## config.mk

```make
export PLATFORM = sky130hd
export DESIGN_NAME = tlk2711_rx_cmd
export DESIGN_NICKNAME = d
export VERILOG_FILES = /design/src/rtl/tlk2711_pkg.sv /design/src/rtl/tlk2711_len_align8.sv /design/src/rtl/tlk2711_rx_cmd.sv
export SDC_FILE = /design/constraint.sdc
export NUM_CORES = 1
export LEC_CHECK = 0
export BUFFER_PORTS_ARGS = -buffer_cell sky130_fd_sc_hd__buf_2
export CORE_MARGIN = 2
export CORE_UTILIZATION = 58
export DETAILED_ROUTE_END_ITERATION = 8
export GPL_ROUTABILITY_DRIVEN = 0
export GPL_TIMING_DRIVEN = 0
export PLACE_DENSITY = 0.85
export SKIP_CTS_REPAIR_TIMING = 1
export SLEW_MARGIN = 20
export SYNTH_ARGS = -nofsm -noshare
export SYNTH_HDL_FRONTEND = slang
export SYNTH_HIERARCHICAL = 1
export SYNTH_SLANG_ARGS = --single-unit
```

## constraint.sdc

```tcl
create_clock -name clk -period 5.7 [get_ports clk]
set_clock_uncertainty 0.05 [all_clocks]
set_input_delay 0.855 -clock clk [delete_from_list [all_inputs] [get_ports clk]]
set_output_delay 0.855 -clock clk [all_outputs]
set_load 0.05 [all_outputs]
```

## src/rtl/tlk2711_pkg.sv

```systemverilog
`default_nettype none
// ============================================================================
// Module      : tlk2711_pkg
// Description : Shared types, constants and helpers for the TLK2711 DMA
//               command blocks (RX write-command and TX read-command).
//               - rx_cmd_state_t : RX command generator FSM states
//               - ALIGN_BYTES    : DMA length granule in bytes
//               - pack_cmd()     : command word packing {addr (high), len (low)}
// Revision    : 1.0 - initial release
// ============================================================================
package tlk2711_pkg;

  localparam int unsigned ALIGN_BYTES = 8;

  typedef enum logic [1:0] {
    RX_IDLE      = 2'd0,
    RX_ARMED     = 2'd1,
    RX_REQ       = 2'd2,
    RX_WAIT_DONE = 2'd3
  } rx_cmd_state_t;

  // Packs a command word as {addr, len} with len occupying the low dlen_w
  // bits. Operands are carried at 64 bits so any block width fits; the
  // caller narrows the result to its own command width.
  function automatic logic [127:0] pack_cmd(input logic [63:0]  addr,
                                            input logic [63:0]  len,
                                            input int unsigned  dlen_w);
    return ({64'b0, addr} << dlen_w) | {64'b0, len};
  endfunction

endpackage
`default_nettype wire

```

## src/rtl/tlk2711_len_align8.sv

```systemverilog
`default_nettype none
// ============================================================================
// Module      : tlk2711_len_align8
// Description : Registered round-up of a 16-bit byte length to the next
//               multiple of ALIGN_BYTES. The output register loads only when
//               i_en is high, so it also serves as the config latch.
// Ports       : clk, rst   - clock, synchronous active-high reset
//               i_en       - load strobe
//               i_len      - raw byte length
//               o_len_a    - aligned byte length (wraps to 0 above 0xFFF8)
// Revision    : 1.0 - initial release
// ============================================================================
module tlk2711_len_align8
  import tlk2711_pkg::*;
(
  input  logic        clk,
  input  logic        rst,
  input  logic        i_en,
  input  logic [15:0] i_len,
  output logic [15:0] o_len_a
);

  localparam int unsigned c_SHIFT = $clog2(ALIGN_BYTES);

  logic [15-c_SHIFT:0] w_units;
  logic [15:0]         r_len_a;

  // Whole granules plus one more when any sub-granule byte is present.
  assign w_units = i_len[15:c_SHIFT] + (16-c_SHIFT)'(|i_len[c_SHIFT-1:0]);

  always_ff @(posedge clk) begin
    if (rst) begin
      r_len_a <= '0;
    end else if (i_en) begin
      r_len_a <= {w_units, {c_SHIFT{1'b0}}};
    end
  end

  assign o_len_a = r_len_a;

endmodule
`default_nettype wire

```

## src/rtl/tlk2711_rx_cmd.sv

```systemverilog
`default_nettype none
// ============================================================================
// Module      : tlk2711_rx_cmd
// Description : RX DMA write-command generator. Each frame start from the
//               decoder becomes one write command {addr, len}; frames are laid
//               out contiguously (body frames, then an optional tail frame).
// Ports       : clk, rst            - clock, synchronous active-high reset
//               i_soft_rst          - abort: state, counters, flags to reset
//               i_rx_start          - latch config and (re)arm the run
//               i_rx_base_addr/... - run configuration
//               i_rx_frame_start    - decoder frame-header pulse
//               o_wr_cmd_req/ack    - command handshake, o_wr_cmd_data payload
//               i_dma_wr_last       - DMA finished current frame
//               o_rx_frame_cnt, o_rx_busy, o_rx_done, o_rx_overflow - status
// Revision    : 1.0 - initial release
// ============================================================================
module tlk2711_rx_cmd
  import tlk2711_pkg::*;
#(
  parameter int unsigned ADDR_WIDTH = 32,
  parameter int unsigned DLEN_WIDTH = 16
) (
  input  logic                             clk,
  input  logic                             rst,
  input  logic                             i_soft_rst,
  input  logic                             i_rx_start,
  input  logic [ADDR_WIDTH-1:0]            i_rx_base_addr,
  input  logic [15:0]                      i_rx_packet_body,
  input  logic [15:0]                      i_rx_packet_tail,
  input  logic [15:0]                      i_rx_body_num,
  input  logic                             i_rx_frame_start,
  output logic                             o_wr_cmd_req,
  input  logic                             i_wr_cmd_ack,
  output logic [DLEN_WIDTH+ADDR_WIDTH-1:0] o_wr_cmd_data,
  input  logic                             i_dma_wr_last,
  output logic [15:0]                      o_rx_frame_cnt,
  output logic                             o_rx_busy,
  output logic                             o_rx_done,
  output logic                             o_rx_overflow
);

  localparam int unsigned c_CMD_W = DLEN_WIDTH + ADDR_WIDTH;

  rx_cmd_state_t         r_state, w_state_nxt;
  logic [ADDR_WIDTH-1:0] r_addr, w_addr_nxt;
  logic [15:0]           r_cnt, w_cnt_nxt;
  logic                  r_done, w_done_nxt;
  logic                  r_ovf, w_ovf_nxt;
  logic [c_CMD_W-1:0]    r_cmd, w_cmd_nxt;

  logic [15:0]           r_body;
  logic [15:0]           r_body_num;
  logic                  r_tail_nz;

  logic [15:0]           w_body_a, w_tail_a;
  logic [16:0]           w_total_in, w_total;
  logic [15:0]           w_cnt_inc;
  logic                  w_final;
  logic [ADDR_WIDTH-1:0] w_addr_inc;
  logic [15:0]           w_len_cur, w_len_nxt;

  // Aligners load on i_rx_start, so aligned lengths are ready the cycle the
  // block becomes ARMED.
  tlk2711_len_align8 u_body_align (
    .clk     (clk),
    .rst     (rst),
    .i_en    (i_rx_start),
    .i_len   (i_rx_packet_body),
    .o_len_a (w_body_a)
  );

  tlk2711_len_align8 u_tail_align (
    .clk     (clk),
    .rst     (rst),
    .i_en    (i_rx_start),
    .i_len   (i_rx_packet_tail),
    .o_len_a (w_tail_a)
  );

  // Frame totals are 17 bits: body_num = 0xFFFF plus a tail is 65536 frames.
  assign w_total_in = {1'b0, i_rx_body_num} + 17'(|i_rx_packet_tail);
  assign w_total    = {1'b0, r_body_num} + 17'(r_tail_nz);
  assign w_cnt_inc  = r_cnt + 16'd1;
  assign w_final    = ({1'b0, r_cnt} + 17'd1) == w_total;
  // Address advances by the raw body length so the layout matches TX.
  assign w_addr_inc = r_addr + ADDR_WIDTH'(r_body);
  assign w_len_cur  = (r_cnt < r_body_num) ? w_body_a : w_tail_a;
  assign w_len_nxt  = (w_cnt_inc < r_body_num) ? w_body_a : w_tail_a;

  always_comb begin
    w_state_nxt = r_state;
    w_addr_nxt  = r_addr;
    w_cnt_nxt   = r_cnt;
    w_done_nxt  = 1'b0;
    w_ovf_nxt   = r_ovf;
    w_cmd_nxt   = r_cmd;

    if (i_rx_start) begin
      w_addr_nxt  = i_rx_base_addr;
      w_cnt_nxt   = '0;
      w_ovf_nxt   = 1'b0;
      w_cmd_nxt   = '0;
      if (w_total_in == 17'd0) begin
        w_state_nxt = RX_IDLE;
        w_done_nxt  = 1'b1;
      end else begin
        w_state_nxt = RX_ARMED;
      end
    end else if (i_soft_rst) begin
      w_state_nxt = RX_IDLE;
      w_addr_nxt  = '0;
      w_cnt_nxt   = '0;
      w_ovf_nxt   = 1'b0;
      w_cmd_nxt   = '0;
    end else begin
      case (r_state)
        RX_ARMED: begin
          if (i_rx_frame_start) begin
            w_state_nxt = RX_REQ;
            w_cmd_nxt   = c_CMD_W'(pack_cmd(64'(r_addr), 64'(w_len_cur), DLEN_WIDTH));
          end
        end
        RX_REQ: begin
          if (i_rx_frame_start) w_ovf_nxt = 1'b1;
          if (i_wr_cmd_ack)     w_state_nxt = RX_WAIT_DONE;
        end
        RX_WAIT_DONE: begin
          if (i_dma_wr_last) begin
            w_cnt_nxt = w_cnt_inc;
            if (w_final) begin
              w_done_nxt  = 1'b1;
              w_state_nxt = RX_IDLE;
              if (i_rx_frame_start) w_ovf_nxt = 1'b1;
            end else begin
              w_addr_nxt = w_addr_inc;
              // A frame start coinciding with completion belongs to the next
              // frame, so issue its command immediately.
              if (i_rx_frame_start) begin
                w_state_nxt = RX_REQ;
                w_cmd_nxt   = c_CMD_W'(pack_cmd(64'(w_addr_inc), 64'(w_len_nxt), DLEN_WIDTH));
              end else begin
                w_state_nxt = RX_ARMED;
              end
            end
          end else if (i_rx_frame_start) begin
            w_ovf_nxt = 1'b1;
          end
        end
        default: ;
      endcase
    end
  end

  always_ff @(posedge clk) begin
    if (rst) begin
      r_state    <= RX_IDLE;
      r_addr     <= '0;
      r_cnt      <= '0;
      r_done     <= 1'b0;
      r_ovf      <= 1'b0;
      r_cmd      <= '0;
      r_body     <= '0;
      r_body_num <= '0;
      r_tail_nz  <= 1'b0;
    end else begin
      r_state <= w_state_nxt;
      r_addr  <= w_addr_nxt;
      r_cnt   <= w_cnt_nxt;
      r_done  <= w_done_nxt;
      r_ovf   <= w_ovf_nxt;
      r_cmd   <= w_cmd_nxt;
      if (i_rx_start) begin
        r_body     <= i_rx_packet_body;
        r_body_num <= i_rx_body_num;
        r_tail_nz  <= |i_rx_packet_tail;
      end
    end
  end

  assign o_wr_cmd_req   = (r_state == RX_REQ);
  assign o_wr_cmd_data  = r_cmd;
  assign o_rx_frame_cnt = r_cnt;
  assign o_rx_busy      = (r_state != RX_IDLE);
  assign o_rx_done      = r_done;
  assign o_rx_overflow  = r_ovf;

endmodule
`default_nettype wire

```

==> run metrics <==
Max stage delay on crit path=600 ps; fillers=1445; die area=19100 um^2; H-tree depth=4; most frequent cells in the layout=buf_2, dfxtp_1, nor2_1, nand2_1, a21oi_1; Synth Register Bits=159; Worst R2R Path Depth=14; Bufs on Longest Clock Path=2; Fmax achieved=0.216 GHz; Synth area leaders=dfxtp_1, ha_1, mux2i_1; HPWL after DPL=25200 um; Ports=155; largest net degree at the start of global routing=19; vias in the first global route=10300; YS warnings=6; CTS tree=done; worst reg2reg startpoint=o_rx_frame_cnt[1]; Post-synth EDFFs=0; clock slew at reported path FFs=70 ps; Avg Cell Area, Syn=8.20 um^2; post-synthesis sequential area ratio=30.5%; Req. time, crit path=5960 ps; async set-reset flop share out of synthesis=0%; initial antenna violation count=4; Crit path buffers/inverters=3; LEAKAGE=0.00494 uW; GRT Total Usage=34.4%; CP Class=reg2reg; library cells used by synthesis=76; worst hold path cell count=2; Critical Path Slowest Stage Cell=clkbuf_1; Hold Path Class=reg2reg; Final Cycle Share=81.2%; routed length per instance=19.9 um; area of the multi-input gates=6750 um^2; Yosys top cell by area=dfxtp_1; Starting DRT DRC Count=1431; gr ovfl total=0; Placement Rows=49; # DRC=0; post-synth top area share=30.5%; Final Max Tran Viols=0; Critical Path Stages=14; Vias/cell=6.58; pwr dens=231 nW/um^2; routed vias=11200; ordered list of cells on the worst path=ha_1 -> and3_1 -> clkbuf_1 -> and4_1 -> xnor2_1 -> inv_1 -> ha_1 -> nand4_1 -> nor4_1 -> o41ai_1 -> a22oi_1 -> clkbuf_1 -> mux2i_1 -> a211oi_1; starting density of the core=58.5%; Worst setup EP type=register; worst hold slack=438 ps; Port Buf Inserts=154; status=completed; critical path data arrival time=4890 ps; max layer used=met5; met1 wire length=13800 um; final wirelength=33700 um; hold path start=u_tail_align/o_len_a[14]; ys flop type=dfxtp_1; Reg area=3180 um^2; Worst Setup SP=o_rx_frame_cnt[1]; Initial DRT Pass Iterations=8; total CTS buffers=17; RSZ-0062 raised after global routing=false; core area=17800 um^2; Worst setup SP type=register; fin crit period=4630 ps; Worst-Skew Late Latency=440 ps; routed length on met3=3850 um; clock sinks=159; share of cells above drive strength 1=16.0%; Cell Area, Synth=10400 um^2; most common cell after layout, fill and taps aside=buf_2; routed wl met2=14600 um; maximum VDD drop=0.201 mV; Slew @ Worst Pin=928 ps; Root Driver=clkbuf_16; global-route wire length before repair=53500 um; worst-path fanout max=10; number of routed nets with antenna violations=0; setup_tns=0 ps; slew margin rel.=37.6%; synthesized netlist cell count=1274; final net count=1596; die width=138 um; CP top delay family=simple AND/OR/NAND/NOR gates; Fin. Hold Viols=0; Layout area overhead=16.4%; Die Y-Extent=138 um; Final Setup Violations=0; max_cap viols=0
==> path summary, 6_finish.rpt <==
kind / end / slack [ps]
worst max-delay path: o_wr_cmd_data[11] / 1070
worst min-delay path: u_tail_align/o_len_a[14] / 440
worst max register to register: o_wr_cmd_data[11] / 1070
worst min register to register: u_tail_align/o_len_a[14] / 440
==> power by group <==
part | total [uW] | leakage, uW | switching (uW) | internal (uW)
clock network | 1200 | 0.000306 | 554 | 647
registers | 1200 | 0.00130 | 42.9 | 1150
logic | 405 | 0.00333 | 252 | 154
==> flip-flops by register name, indices dropped and copies added, names as in the netlist <==
signal / flops
o_wr_cmd_data: 48
r_addr: 32
o_rx_frame_cnt: 16
r_body: 16
r_body_num: 16
u_body_align/o_len_a: 13
u_tail_align/o_len_a: 13
r_state: 2
o_rx_done: 1
o_rx_overflow: 1
r_tail_nz: 1
==> Yosys cell counts (4+ instances only) <==
master     count
inv_1         38
clkbuf_1      52
a41oi_1        4
or2_2          6
o31ai_1       19
nand3_2        5
a31oi_1        9
and2_1        12
buf_1          9
nand4_1       32
and4_1         7
buf_2         15
a21oi_1       89
o21a_1         7
or4_1         27
and3_1        22
nand2b_1       4
a211o_1        5
a311oi_1      24
nor4_1        21
o21ai_1        4
nand2_1       92
a21o_1        23
a211oi_1      61
dfxtp_1      159
nand3_1       39
o21ai_0       39
buf_4          8
xor2_1        25
mux2i_1       57
a22oi_1        8
ha_1          56
nor3_1        25
a2111oi_0      4
o211ai_1      29
nor2_1       112
or3_1         18
xnor2_1       41
==> final cells by class <==
type	instances	share of cell area, %
Tap cell	229	2.36
Sequential cell	159	26.2
Multi-Input combinational cell	995	55.5
Clock inverter	14	1.53
Clock buffer	18	3.61
Timing Repair Buffer	155	6.40
Antenna cell	1	0.0206
Buffer	86	3.18
Inverter	38	1.17
==> worst reg2reg max path, cell delays in order, from the launching register on <==
cell	delay (ps)
dfxtp_1	480
ha_1	290
and3_1	170
clkbuf_1	200
and4_1	390
xnor2_1	200
inv_1	70
ha_1	300
nand4_1	160
nor4_1	390
o41ai_1	140
a22oi_1	560
clkbuf_1	600
mux2i_1	390
a211oi_1	120
==> cells by family after synthesis <==
kind of cell | count (synthesis) | synth area share [%]
simple gates | 440 | 21.8
compound gates | 368 | 24.5
flops | 159 | 30.5
buf+inv | 124 | 5.07
xor+xnor | 67 | 5.75
fa+ha+maj | 57 | 6.90
mux | 57 | 5.46
other cells | 2 | 0.0719
==> through the flow <==
stage                     worst slack (ps)  area [um^2]  total power, uW  cells  utilization, %
after floorplan                       1510        10500             1470   1278               -
after global placement                 814        11500             1600   1661            64.6
after detailed placement              1230        11500             1610   1662            64.6
after CTS                             1190        12200             2790   1694            68.1
after global routing                   856        12200             2890   1695            68.1
final                                 1070        12200             2800   1695            68.1
==> layer usage <==
layer / up-vias / track usage (%)
li1: 5164 / -
met3: 136 / 7.27
met4: 4 / 15.6
met1: 5147 / 47.1
met5: - / 0
met2: 704 / 52.3
No activity file was read; power rests on OpenSTA's default activity.
